[src/rtl/alu_system_pipe.sv]
// alu_system_pipe: operand-A source mux, single-cycle ALU and registered
// result stage with a valid/ready handshake. br keeps the last consumed result.
// Optional macro ALU_SYSTEM_MUL_EN adds the iterative shift-add signed
// multiply on op 10. Without it, op 10 is reported as illegal.
module alu_system_pipe #(
    parameter int WIDTH = 16,
    parameter int NSRC  = 2,
    parameter int SELW  = 1
) (
    input  logic                    CLK,
    input  logic                    reset,
    input  logic [NSRC*WIDTH-1:0]   src_a,
    input  logic [SELW-1:0]         src_sel,
    input  logic [WIDTH-1:0]        b,
    input  logic [3:0]              op,
    input  logic                    in_valid,
    output logic                    in_ready,
    output logic [WIDTH-1:0]        r,
    output logic                    zero,
    output logic                    ovfl,
    output logic                    illegal,
    output logic                    out_valid,
    input  logic                    out_ready,
    output logic [WIDTH-1:0]        br
);

    localparam int SHW = $clog2(WIDTH);

`ifdef ALU_SYSTEM_MUL_EN
    typedef enum logic {IDLE = 1'b0, MUL = 1'b1} state_e;
`else
    typedef enum logic {IDLE = 1'b0} state_e;
`endif

    state_e             state_q, state_d;

    logic [WIDTH-1:0]   op_a;
    logic [WIDTH-1:0]   sum, diff;
    logic [SHW-1:0]     shamt;
    logic [WIDTH-1:0]   alu_res;
    logic               alu_ovf;
    logic               alu_ill;
    logic               is_mul;
    logic               accept;
    logic               mul_done;
    logic               load;

    logic [WIDTH-1:0]   res_d;
    logic               ovf_d;
    logic               ill_d;
    logic               out_valid_d;

    logic [WIDTH-1:0]   r_q, br_q;
    logic               zero_q, ovfl_q, illegal_q, out_valid_q;

    // Operand-A select and single-cycle ALU evaluation
    always_comb begin
        op_a = src_a[WIDTH-1:0];
        for (int unsigned k = 1; k < NSRC; k++) begin
            if (src_sel == SELW'(k)) op_a = src_a[k*WIDTH +: WIDTH];
        end
        sum     = op_a + b;
        diff    = op_a - b;
        shamt   = b[SHW-1:0];
        alu_res = '0;
        alu_ovf = 1'b0;
        alu_ill = 1'b0;
        is_mul  = 1'b0;
        case (op)
            4'd0: begin
                alu_res = sum;
                alu_ovf = (op_a[WIDTH-1] == b[WIDTH-1]) && (sum[WIDTH-1] != op_a[WIDTH-1]);
            end
            4'd1: begin
                alu_res = diff;
                alu_ovf = (op_a[WIDTH-1] != b[WIDTH-1]) && (diff[WIDTH-1] != op_a[WIDTH-1]);
            end
            4'd2: alu_res = op_a & b;
            4'd3: alu_res = op_a | b;
            4'd4: alu_res = op_a ^ b;
            4'd5: alu_res = ~op_a;
            4'd6: alu_res = op_a << shamt;
            4'd7: alu_res = op_a >> shamt;
            4'd8: alu_res = $signed(op_a) >>> shamt;
            4'd9: alu_res = WIDTH'($signed(op_a) < $signed(b));
`ifdef ALU_SYSTEM_MUL_EN
            4'd10: is_mul = 1'b1;
`endif
            default: alu_ill = 1'b1;
        endcase
    end

    assign accept = in_valid && in_ready;

`ifdef ALU_SYSTEM_MUL_EN
    logic [2*WIDTH-1:0] mcand_q, acc_q, acc_d, prod;
    logic [WIDTH-1:0]   mplier_q, abs_a, abs_b;
    logic               neg_q;
    logic [SHW-1:0]     cnt_q;
    logic [WIDTH-1:0]   mul_res;
    logic               mul_ovf;

    // Magnitudes, next partial sum and signed product of the multiplier
    always_comb begin
        abs_a   = op_a[WIDTH-1] ? (~op_a + 1'b1) : op_a;
        abs_b   = b[WIDTH-1] ? (~b + 1'b1) : b;
        acc_d   = acc_q + (mplier_q[0] ? mcand_q : '0);
        prod    = neg_q ? (~acc_d + 1'b1) : acc_d;
        mul_res = prod[WIDTH-1:0];
        // Fits in WIDTH signed only if the upper half plus sign bit is uniform
        mul_ovf = !((&prod[2*WIDTH-1:WIDTH-1]) || !(|prod[2*WIDTH-1:WIDTH-1]));
    end

    assign mul_done = (state_q == MUL) && (cnt_q == SHW'(WIDTH - 1));

    // Shift-add multiply: magnitudes are multiplied, sign applied on the last step
    always_ff @(posedge CLK or negedge reset) begin
        if (!reset) begin
            mcand_q  <= '0;
            mplier_q <= '0;
            acc_q    <= '0;
            neg_q    <= 1'b0;
            cnt_q    <= '0;
        end else if (accept && is_mul) begin
            mcand_q  <= {{WIDTH{1'b0}}, abs_a};
            mplier_q <= abs_b;
            acc_q    <= '0;
            neg_q    <= op_a[WIDTH-1] ^ b[WIDTH-1];
            cnt_q    <= '0;
        end else if (state_q == MUL) begin
            mcand_q  <= mcand_q << 1;
            mplier_q <= mplier_q >> 1;
            acc_q    <= acc_d;
            cnt_q    <= cnt_q + 1'b1;
        end
    end
`else
    assign mul_done = 1'b0;
`endif

    // State register
    always_ff @(posedge CLK or negedge reset) begin
        if (!reset) state_q <= IDLE;
        else        state_q <= state_d;
    end

    // Next-state logic
    always_comb begin
        state_d = state_q;
`ifdef ALU_SYSTEM_MUL_EN
        case (state_q)
            IDLE:    if (accept && is_mul) state_d = MUL;
            MUL:     if (mul_done) state_d = IDLE;
            default: state_d = IDLE;
        endcase
`else
        state_d = IDLE;
`endif
    end

    // FSM outputs: accept only when idle and the result slot can be refilled
    always_comb begin
        in_ready = (state_q == IDLE) && (!out_valid_q || out_ready);
    end

    // Result selection and output-register control
    always_comb begin
        load  = (accept && !is_mul) || mul_done;
        res_d = alu_res;
        ovf_d = alu_ovf;
        ill_d = alu_ill;
`ifdef ALU_SYSTEM_MUL_EN
        if (mul_done) begin
            res_d = mul_res;
            ovf_d = mul_ovf;
            ill_d = 1'b0;
        end
`endif
        out_valid_d = out_valid_q;
        if (load)                          out_valid_d = 1'b1;
        else if (out_valid_q && out_ready) out_valid_d = 1'b0;
    end

    // Output register and consumed-result register
    always_ff @(posedge CLK or negedge reset) begin
        if (!reset) begin
            r_q         <= '0;
            zero_q      <= 1'b0;
            ovfl_q      <= 1'b0;
            illegal_q   <= 1'b0;
            out_valid_q <= 1'b0;
            br_q        <= '0;
        end else begin
            if (load) begin
                r_q       <= res_d;
                zero_q    <= (res_d == '0);
                ovfl_q    <= ovf_d;
                illegal_q <= ill_d;
            end
            out_valid_q <= out_valid_d;
            if (out_valid_q && out_ready) br_q <= r_q;
        end
    end

    assign r         = r_q;
    assign zero      = zero_q;
    assign ovfl      = ovfl_q;
    assign illegal   = illegal_q;
    assign out_valid = out_valid_q;
    assign br        = br_q;

endmodule

[config.mk]
export PLATFORM = sky130hd
export DESIGN_NAME = alu_system_pipe
export DESIGN_NICKNAME = d
export VERILOG_FILES = /design/src/rtl/alu_system_pipe.sv
export SDC_FILE = /design/constraint.sdc
export NUM_CORES = 1
export LEC_CHECK = 0
export BUFFER_PORTS_ARGS = -buffer_cell sky130_fd_sc_hd__buf_2
export CAP_MARGIN = 15
export CORE_MARGIN = 2
export CORE_UTILIZATION = 40
export DETAILED_ROUTE_END_ITERATION = 6
export SLEW_MARGIN = 25
export SYNTH_ARGS = -nofsm -noshare
export SYNTH_HDL_FRONTEND = slang
export SYNTH_SLANG_ARGS = --single-unit
[constraint.sdc]
create_clock -name CLK -period 2.97 [get_ports CLK]
set_clock_uncertainty 0.2 [all_clocks]
set_input_delay 0.297 -clock CLK [delete_from_list [all_inputs] [get_ports CLK]]
set_output_delay 0.297 -clock CLK [all_outputs]
set_load 0.01 [all_outputs]
==> results.yml, run 1 <==
status:
  status: "complete, but fails checks"
  failed_checks: "negative setup slack"
die:
  die-height_um: 132
  placementRows: 46
  fp.dieArea_um2: 17500
  die_w_um: 132
  pin_count: 94
  core-area_um2: 16000
  start_util_pct: 41.2
layout:
  sequential_area_um2: 901
  number_of_antenna_cells_inserted: 0
  layout.cells.most_common_list: "buf_4, buf_2, nand2_1, nor2_1, mux2i_1"
  finish.utilization_pct: 67.1
  most_frequent_standard_cell_in_the_layout_excluding_fill_and_tap_cells: "buf_4"
  multi_input_comb_area_um2: 5950
  nets: 1312
  area_growth_pct: 62.9
  nFillCells: 1403
  layout-drive-gt1-share_pct: 52.3
  layoutNonFillerInstCount: 1420
global_route:
  wire_length_of_the_first_global_routing_pass_um: 47700
  first_global_vias: 7934
  globalRoute.totalOverflow: 0
  grt_max_degree: 37
  globalRouteTotalUtil_pct: 35.3
  antenna_violations_before_repair: 0
clock_tree:
  cts-root-buf: "clkbuf_16"
  clock_insertion_delay_worst_skew_ps: 280
  h-tree-depth: 2
  cts_sinks: 36
  cts_tree: "built"
  worst_setup_hold_path_clk_slew_ps: 60
  cts_inserted_buffers: 5
  cts_max_path_buffers: 2
pwr:
  clockPowerShare_pct: 16.6
  combinationalPowerShare_pct: 64.4
  max-vdd-ir-drop_uv: 410
  internal-power_mw: 2.11
  seqPwrFrac_pct: 19.0
  total_leakage_power_nw: 4.99
  power_density_nw_per_um2: 326
  netSwitchingFraction_pct: 39.9
  netSwitchingPower_mw: 1.40
placed_design:
  numPlacedInstances: 1384
  count_of_input_and_output_buffers: 93
  gp_routability_congestion: 1.06
  dp.final_hpwl_um: 26700
setup_path:
  crit_arrival_ps: 3340
  worst-setup-path-type: "primary input to register"
  worst_ep_required_time_ps: 2960
  start_kind: "primary input"
  timing.critical_path.to_type: "register"
  crit_path_max_fanout: 6
synthesis:
  synth.largest_area_cell: "dfrtp_1"
  synth_top_area_share_pct: 13.7
  syn_inst: 813
  synthesis.area_per_instance_um2: 8.11
  synth_edf_count: 0
  netlist_area_um2: 6590
  synth_sequential_area_ratio_pct: 13.7
  synth.area.top_cells: "dfrtp_1, ha_1, mux2i_1"
  async_reset_ff_share_pct: 100
  yosys_register_bits: 36
  dominantRegCellSynth: "dfrtp_1"
  synth.yosys.warnings: 0
  postSynthNetCount: 922
  number_of_distinct_standard_cells_referenced_by_the_synthesized_netlist: 91
timing:
  timing.final.max_slew_violations: 0
  rsz0062_at_grt: "yes"
  tightestPinTransition_ps: 1100
  maxClockFrequency_mhz: 298
  report.final.hold_viol_count: 0
  finalCriticalPeriod_ps: 3350
  final.setup.worst_slack_ps: -384
  maxSlewHeadroom_pct: 25.6
  setup_violations: 11
  min_period_over_period_pct: 113
routing:
  ant_nets: 0
  detail_route.iter0.violations: 919
  drc_violations_left: 0
  wl_met2_um: 13800
  detailroute.wirelength.met3_um: 3080
  met1_length_um: 14000
  drt-pass1-iter-count: 5
  top_layer: "met4"
  via_per_inst: 5.92
  vias: 8409
  routed_wire_length_per_instance_um: 22.4
  drt-total-wl_um: 31800
job:
  drv_cap: 0
worst_hold_path:
  path_category_of_the_worst_min_delay_check: "primary input to register"
==> area by class of cell <==
cell class | count | area share, %
Inverter | 48 | 1.68
Tap cell | 216 | 2.52
Timing Repair Buffer | 443 | 30.5
Multi-Input combinational cell | 669 | 55.4
Clock inverter | 3 | 0.396
Clock buffer | 5 | 1.17
Sequential cell | 36 | 8.39
==> final timing paths <==
kind	cells past startpoint	endpoint	slack, ps	from
min in group asynchronous	2	r[7]	430	reset
min	2	out_valid	30	in_valid
max reg2reg	10	zero	520	out_valid
max	14	zero	-380	src_sel
min reg2reg	2	br[0]	280	br[0]
max in group asynchronous	2	br[2]	1650	reset
==> cell usage after synthesis, types with 8 or more instances <==
library cell and n:
nor4_1 8, nand3_1 15, mux2_2 35, a21oi_1 51, a22oi_1 19, a221oi_1 8
nand2b_1 12, inv_1 39, clkbuf_1 26, inv_2 8, a21o_1 9, o21ai_0 37
ha_1 50, dfrtp_1 36, mux4_2 16, nor3_1 22, o22ai_1 13, nor2_1 49
nor2b_1 17, a31oi_1 9, xnor2_1 9, nand2_1 69, buf_2 17, o211ai_1 10
a211oi_1 10, mux2i_1 45
==> sequential cells by signal (all words and copies together), names as in the netlist <==
signal / flops
br: 16
illegal: 1
out_valid: 1
ovfl: 1
r: 16
zero: 1
==> through the flow <==
step	hold WS [ps]	instance area [um2]	setup TNS (ps)	power, mW	setup WS, ps
finish	27.0	10700	-1740	3.50	-384
global route	40.0	10700	-2770	3.68	-501
CTS	26.4	10400	-1910	3.36	-359
detailed placement	209	9730	-8360	2.64	-954
global placement	207	9730	-8260	2.63	-936
floorplan	-199	6880	-787	1.67	-353
==> routing by layer <==
| metal | vias up | GRT usage [%] |
|---|---|---|
| li1 | 3884 | - |
| met1 | 4038 | 49.8 |
| met2 | 427 | 54.1 |
| met3 | 60 | 7.54 |
| met4 | 0 | 10.5 |
| met5 | - | 0 |
==> logic make-up (layout without fill, tap and decap cells) <==
| logic type | Yosys count | after routing | synth area share (%) |
|---|---|---|---|
| flops | 36 | 36 | 13.7 |
| mux | 104 | 104 | 20.2 |
| simple gates | 248 | 248 | 19.8 |
| fa+ha+maj | 52 | 52 | 10.1 |
| xor+xnor | 10 | 10 | 1.33 |
| buf+inv | 108 | 499 | 7.39 |
| compound gates | 255 | 255 | 27.5 |
==> power by group through the flow <==
stage	Sequential, mW	Clock (mW)	Combinational, mW
3_3_place_gp	0.666	0	1.96
4_1_cts	0.666	0.588	2.10
2_1_floorplan	0.721	0	0.950
5_1_grt	0.682	0.610	2.38
3_5_place_dp	0.672	0	1.97
6_report	0.665	0.582	2.25
==> timing repair <==
| item | in CTS | in global routing |
|---|---|---|
| setup buffers | 19 | 10 |
| endpoints found under the setup margin | 16 | 16 |
| gates resized for setup | 51 | 70 |
| endpoints found under the hold margin | 36 | 0 |
| hold buffers | 1 | 0 |
| cloned | 1 | 0 |
| pin swaps | 20 | 25 |
==> worst max-delay path, stage by stage <==
cell and delay (ps):
buf_12 110, buf_12 150, mux2i_4 210, ha_1 250
fa_2 460, nor3_4 260, nor3_1 70, a221o_1 300
a21o_1 220, a21oi_2 160, nand3_1 130, nor4b_4 340
nand4_1 150, o31ai_2 230
Note: power is estimated with default switching activity, not from simulation.
==> inputs of run 2 (changes only) <==
Settings changed: CORE_UTILIZATION 40 to 30, SKIP_CTS_REPAIR_TIMING set to 1.
==> run 2 against run 1 <==
The run still ends with negative setup slack left; utilization fell by 19 points; via count fell by 3.5%; hold slack improved by 24 ps; final area fell by 3.3%; sequential share of layout area rose by 0.28 points; final cell count rose by 1.2%; die area rose by 32%; critical path type unchanged.
==> results.yml, run 2 (synthesized netlist as in run 1, its figures left out) <==
placed_design:
  dp.final_hpwl_um: 24800
  count_of_input_and_output_buffers: 93
  gp_routability_congestion: 0.983
  numPlacedInstances: 1411
  dpl_worst_slack_ps: -1010
routing:
  ant_nets: 0
  via_per_inst: 5.65
  detail_route.iter0.violations: 766
  drt-total-wl_um: 30000
  drt-pass1-iter-count: 6
  routed_wire_length_per_instance_um: 20.9
  drc_violations_left: 0
  vias: 8117
setup_path:
  worst_ep_required_time_ps: 2950
  timing.critical_path.to_type: "register"
  rrSetupSlack_ps: 360
  critical_path.reg2reg.endpoint: "zero"
  start_kind: "primary input"
  critPathBufInv: 4
  worst_r2r_startpoint: "out_valid"
  cp_top_family: "compound AO/OA/AOI/OAI gates"
  crit_arrival_ps: 3180
  worst-setup-path-type: "primary input to register"
  path_cells: "buf_16 -> buf_12 -> buf_6 -> mux2i_4 -> buf_4 -> fa_2 -> o21bai_2 -> a21oi_4 -> a221o_1 -> a221oi_2 -> nand2_2 -> nor4b_4 -> nand4_1 -> o31ai_2"
  slowest_stage: "fa_2"
  slowest_delay_ps: 380
  crit_path_max_fanout: 7
  worst-r2r-cell-count: 10
layout:
  layout-drive-gt1-share_pct: 49.7
  layoutNonFillerInstCount: 1437
  nFillCells: 2076
  most_frequent_standard_cell_in_the_layout_excluding_fill_and_tap_cells: "buf_4"
  nets: 1266
  area_growth_pct: 57.6
  layout.cells.most_common_list: "buf_4, buf_2, nand2_1, nor2_1, a21oi_1"
  number_of_antenna_cells_inserted: 0
  finish.utilization_pct: 47.9
die:
  core-area_um2: 21700
  pin_count: 94
  fp.dieArea_um2: 23200
  placementRows: 54
  die_w_um: 152
  start_util_pct: 30.4
  die-height_um: 152
timing:
  tightestPinTransition_ps: 870
  setup_violations: 5
  hold-worst-slack_ps: 50.5
  timing.final.max_slew_violations: 0
  rsz0062_at_grt: "yes"
  maxClockFrequency_mhz: 313
  final.setup.worst_slack_ps: -226
  finalCriticalPeriod_ps: 3200
  min_period_over_period_pct: 108
  maxSlewHeadroom_pct: 40.5
  report.final.hold_viol_count: 0
global_route:
  first_global_vias: 7690
  wire_length_of_the_first_global_routing_pass_um: 44600
  antenna_violations_before_repair: 0
  globalRouteTotalUtil_pct: 24.4
  globalRoute.totalOverflow: 0
  grt_max_degree: 37
clock_tree:
  clock_insertion_delay_worst_skew_ps: 270
  h-tree-depth: 2
  cts-root-buf: "clkbuf_16"
  cts_max_path_buffers: 2
  worst_setup_hold_path_clk_slew_ps: 50
  cts_sinks: 36
  cts_tree: "built"
  cts_inserted_buffers: 5
job:
  drv_cap: 0
pwr:
  power_density_nw_per_um2: 318
  total_power_mw: 3.30
  max-vdd-ir-drop_uv: 204
  total_leakage_power_nw: 4.75
worst_hold_path:
  hold_depth: 2
  whs_endpoint: "out_valid"
  path_category_of_the_worst_min_delay_check: "primary input to register"
  hold_startpoint: "in_valid"
status:
  failed_checks: "negative setup slack"
  status: "complete, but fails checks"
[run 2: changes by cell type in the layout (fill, tap and decap cells not counted), sizes merged]
cell | before | now
buf | 441 | 395
clkbuf | 5 | 7
bufbuf | 1 | 0
bufinv | 1 | 0
clkinvlp | 1 | 0
[run 2: how the worst max path moves through the flow]
stage / to / from / cells past startpoint
2_1_floorplan: zero / src_sel / 13
3_3_place_gp: zero / src_sel / 16
3_5_place_dp: zero / src_sel / 14
4_1_cts: zero / src_sel / 14
5_1_grt: zero / src_sel / 15
6_report: zero / src_sel / 14
[run 2: final cells by class]
class	instances	area, um2	area share [%]
sequential	36	901	8.67
tap	280	350	3.37
inverter	48	183	1.76
clock inverter	1	5.00	0.0482
clock buffer	6	129	1.24
timing repair buffer	397	2910	28.0
multi-input combinational	669	5910	56.9
[run 2: layer usage]
metal | GRT usage [%] | wire length, um | part of all wire, % | vias up
li1 | - | - | - | 3787
met1 | 33.8 | 12900 | 43 | 3841
met2 | 38.0 | 13400 | 45 | 417
met3 | 3.64 | 2400 | 8.0 | 72
met4 | 10.2 | 1280 | 4.3 | 0
met5 | 0 | 0 | 0 | -
[run 2: metrics by stage]
stage          cell area (um2)  TNS [ps]
2_1_floorplan             6880      -787
3_3_place_gp              9550    -11550
3_5_place_dp              9550    -12030
4_1_cts                   9680     -7110
5_1_grt                  10400     -1630
6_report                 10400      -621
[run 2: power by group]
part	internal (mW)	leakage, nW	switching (mW)
clock network	0.304	0.0667	0.169
registers	0.602	0.455	0.0631
logic	1.06	4.23	1.11
total	1.96	4.75	1.34
==> inputs of run 3 (changes only) <==
Settings changed: BUFFER_PORTS_ARGS -buffer_cell sky130_fd_sc_hd__buf_2 to not set, DONT_BUFFER_PORTS set to 1.
==> run 3 against run 2 <==
The run still ends with negative setup slack left; die area unchanged; total power decreased by 12%; utilization fell by 7.7 points; routed wire length decreased by 2.8%; combinational power decreased by 26%; final cell count shrank 14%; via count is 9.3% lower; global-route usage is 0.37 points lower.
==> results.yml, run 3 (synthesized netlist as in run 1, its figures left out) <==
setup_path:
  crit_top_cell: "or4_4"
  worst-r2r-cell-count: 10
  worst_r2r_startpoint: "out_valid"
  worst-setup-path-type: "primary input to register"
  crit_arrival_ps: 3120
  critPathBufInv: 0
  timing.critical_path.to_type: "register"
  start_kind: "primary input"
  rrSetupSlack_ps: 270
  slowest_delay_ps: 550
  slowest_stage: "or4_4"
  critical_path.reg2reg.endpoint: "zero"
  crit_path_max_fanout: 44
  cp_top_family: "simple AND/OR/NAND/NOR gates"
  path_cells: "mux2i_4 -> ha_4 -> or4_4 -> or4_4 -> a21oi_4 -> nor4_4 -> a2111oi_4 -> o221ai_2 -> nor3_2 -> nand4_1 -> o31ai_2"
  worst_ep_required_time_ps: 2960
global_route:
  globalRoute.totalOverflow: 0
  first_global_vias: 6803
  globalRouteTotalUtil_pct: 24.0
  antenna_violations_before_repair: 0
  grt_max_degree: 51
  wire_length_of_the_first_global_routing_pass_um: 43200
clock_tree:
  cts_sinks: 36
  worst_setup_hold_path_clk_slew_ps: 60
  clock_insertion_delay_worst_skew_ps: 270
  h-tree-depth: 2
  cts_tree: "built"
  cts_max_path_buffers: 2
  cts-root-buf: "clkbuf_16"
  cts_inserted_buffers: 5
pwr:
  max-vdd-ir-drop_uv: 230
  total_power_mw: 2.92
  total_leakage_power_nw: 3.72
  power_density_nw_per_um2: 335
layout:
  layout.cells.most_common_list: "buf_4, nand2_1, nor2_1, a21oi_1, ha_1"
  number_of_antenna_cells_inserted: 0
  layoutNonFillerInstCount: 1233
  layout.cell_area.non_filler_um2: 8710
  finish.utilization_pct: 40.2
  nets: 1061
  most_frequent_standard_cell_in_the_layout_excluding_fill_and_tap_cells: "buf_4"
  area_growth_pct: 32.2
  layout-drive-gt1-share_pct: 35.4
routing:
  met1_length_um: 12300
  vias: 7361
  ant_nets: 0
  via_per_inst: 5.97
  drc_violations_left: 0
  wl_met2_um: 12800
  detail_route.iter0.violations: 740
  drt-total-wl_um: 29200
  drt-pass1-iter-count: 6
  top_layer: "met4"
  detailroute.wirelength.met3_um: 2930
  routed_wire_length_per_instance_um: 23.7
timing:
  maxClockFrequency_mhz: 319
  tightestPinTransition_ps: 736
  hold-worst-slack_ps: 43.2
  setup_violations: 3
  report.final.hold_viol_count: 0
  rsz0062_at_grt: "yes"
  finalCriticalPeriod_ps: 3130
  min_period_over_period_pct: 105
  final.setup.worst_slack_ps: -160
  timing.final.max_slew_violations: 0
  maxSlewHeadroom_pct: 50.5
job:
  drv_cap: 0
placed_design:
  gp_routability_congestion: 0.967
  count_of_input_and_output_buffers: 0
  place_area_um2: 8250
  dp.final_hpwl_um: 23700
  numPlacedInstances: 1216
status:
  status: "complete, but fails checks"
  failed_checks: "negative setup slack"
worst_hold_path:
  hold_depth: 2
  path_category_of_the_worst_min_delay_check: "primary input to register"
  whs_endpoint: "illegal"
  hold_startpoint: "op[2]"
die:
  fp.dieArea_um2: 23200
  die-height_um: 152
  core-area_um2: 21700
  die_w_um: 152
  placementRows: 54
  start_util_pct: 30.4
  pin_count: 94
## run 3: power by group
group          switching (mW)  internal [mW]
Clock                   0.190          0.394
Combinational           0.806          0.791
Sequential              0.137          0.602
Total                    1.13           1.79
## run 3: how the worst max path moves through the flow
stage	from	end	slack, ps	depth (start not counted)
2_1_floorplan	src_sel	zero	-350	13
3_3_place_gp	src_sel	zero	-510	11
3_5_place_dp	src_sel	zero	-520	11
4_1_cts	src_sel	zero	-220	11
5_1_grt	src_sel	zero	-200	11
6_report	src_sel	zero	-160	11
## run 3: area by class of cell
cell class              count  area (um2)
flip-flops and latches     36         901
clock buffers               5         125
multi-input cells         669        5640
clock inverters             3        42.5
repair buffers            192        1470
well taps                 280         350
inverters                  48         180
fillers                  2211       13000
## run 3: stage by stage
stage               TNS, ps  worst slack (ps)
detailed placement    -3820              -517
global route           -321              -205
CTS                    -802              -221
finish                 -244              -160
floorplan              -787              -353
global placement      -3910              -512
## run 3: routing by layer
layer	GRT usage, %	vias up
li1	-	3379
met1	33.2	3571
met2	36.4	355
met3	6.00	56
met4	8.68	0
met5	0	-
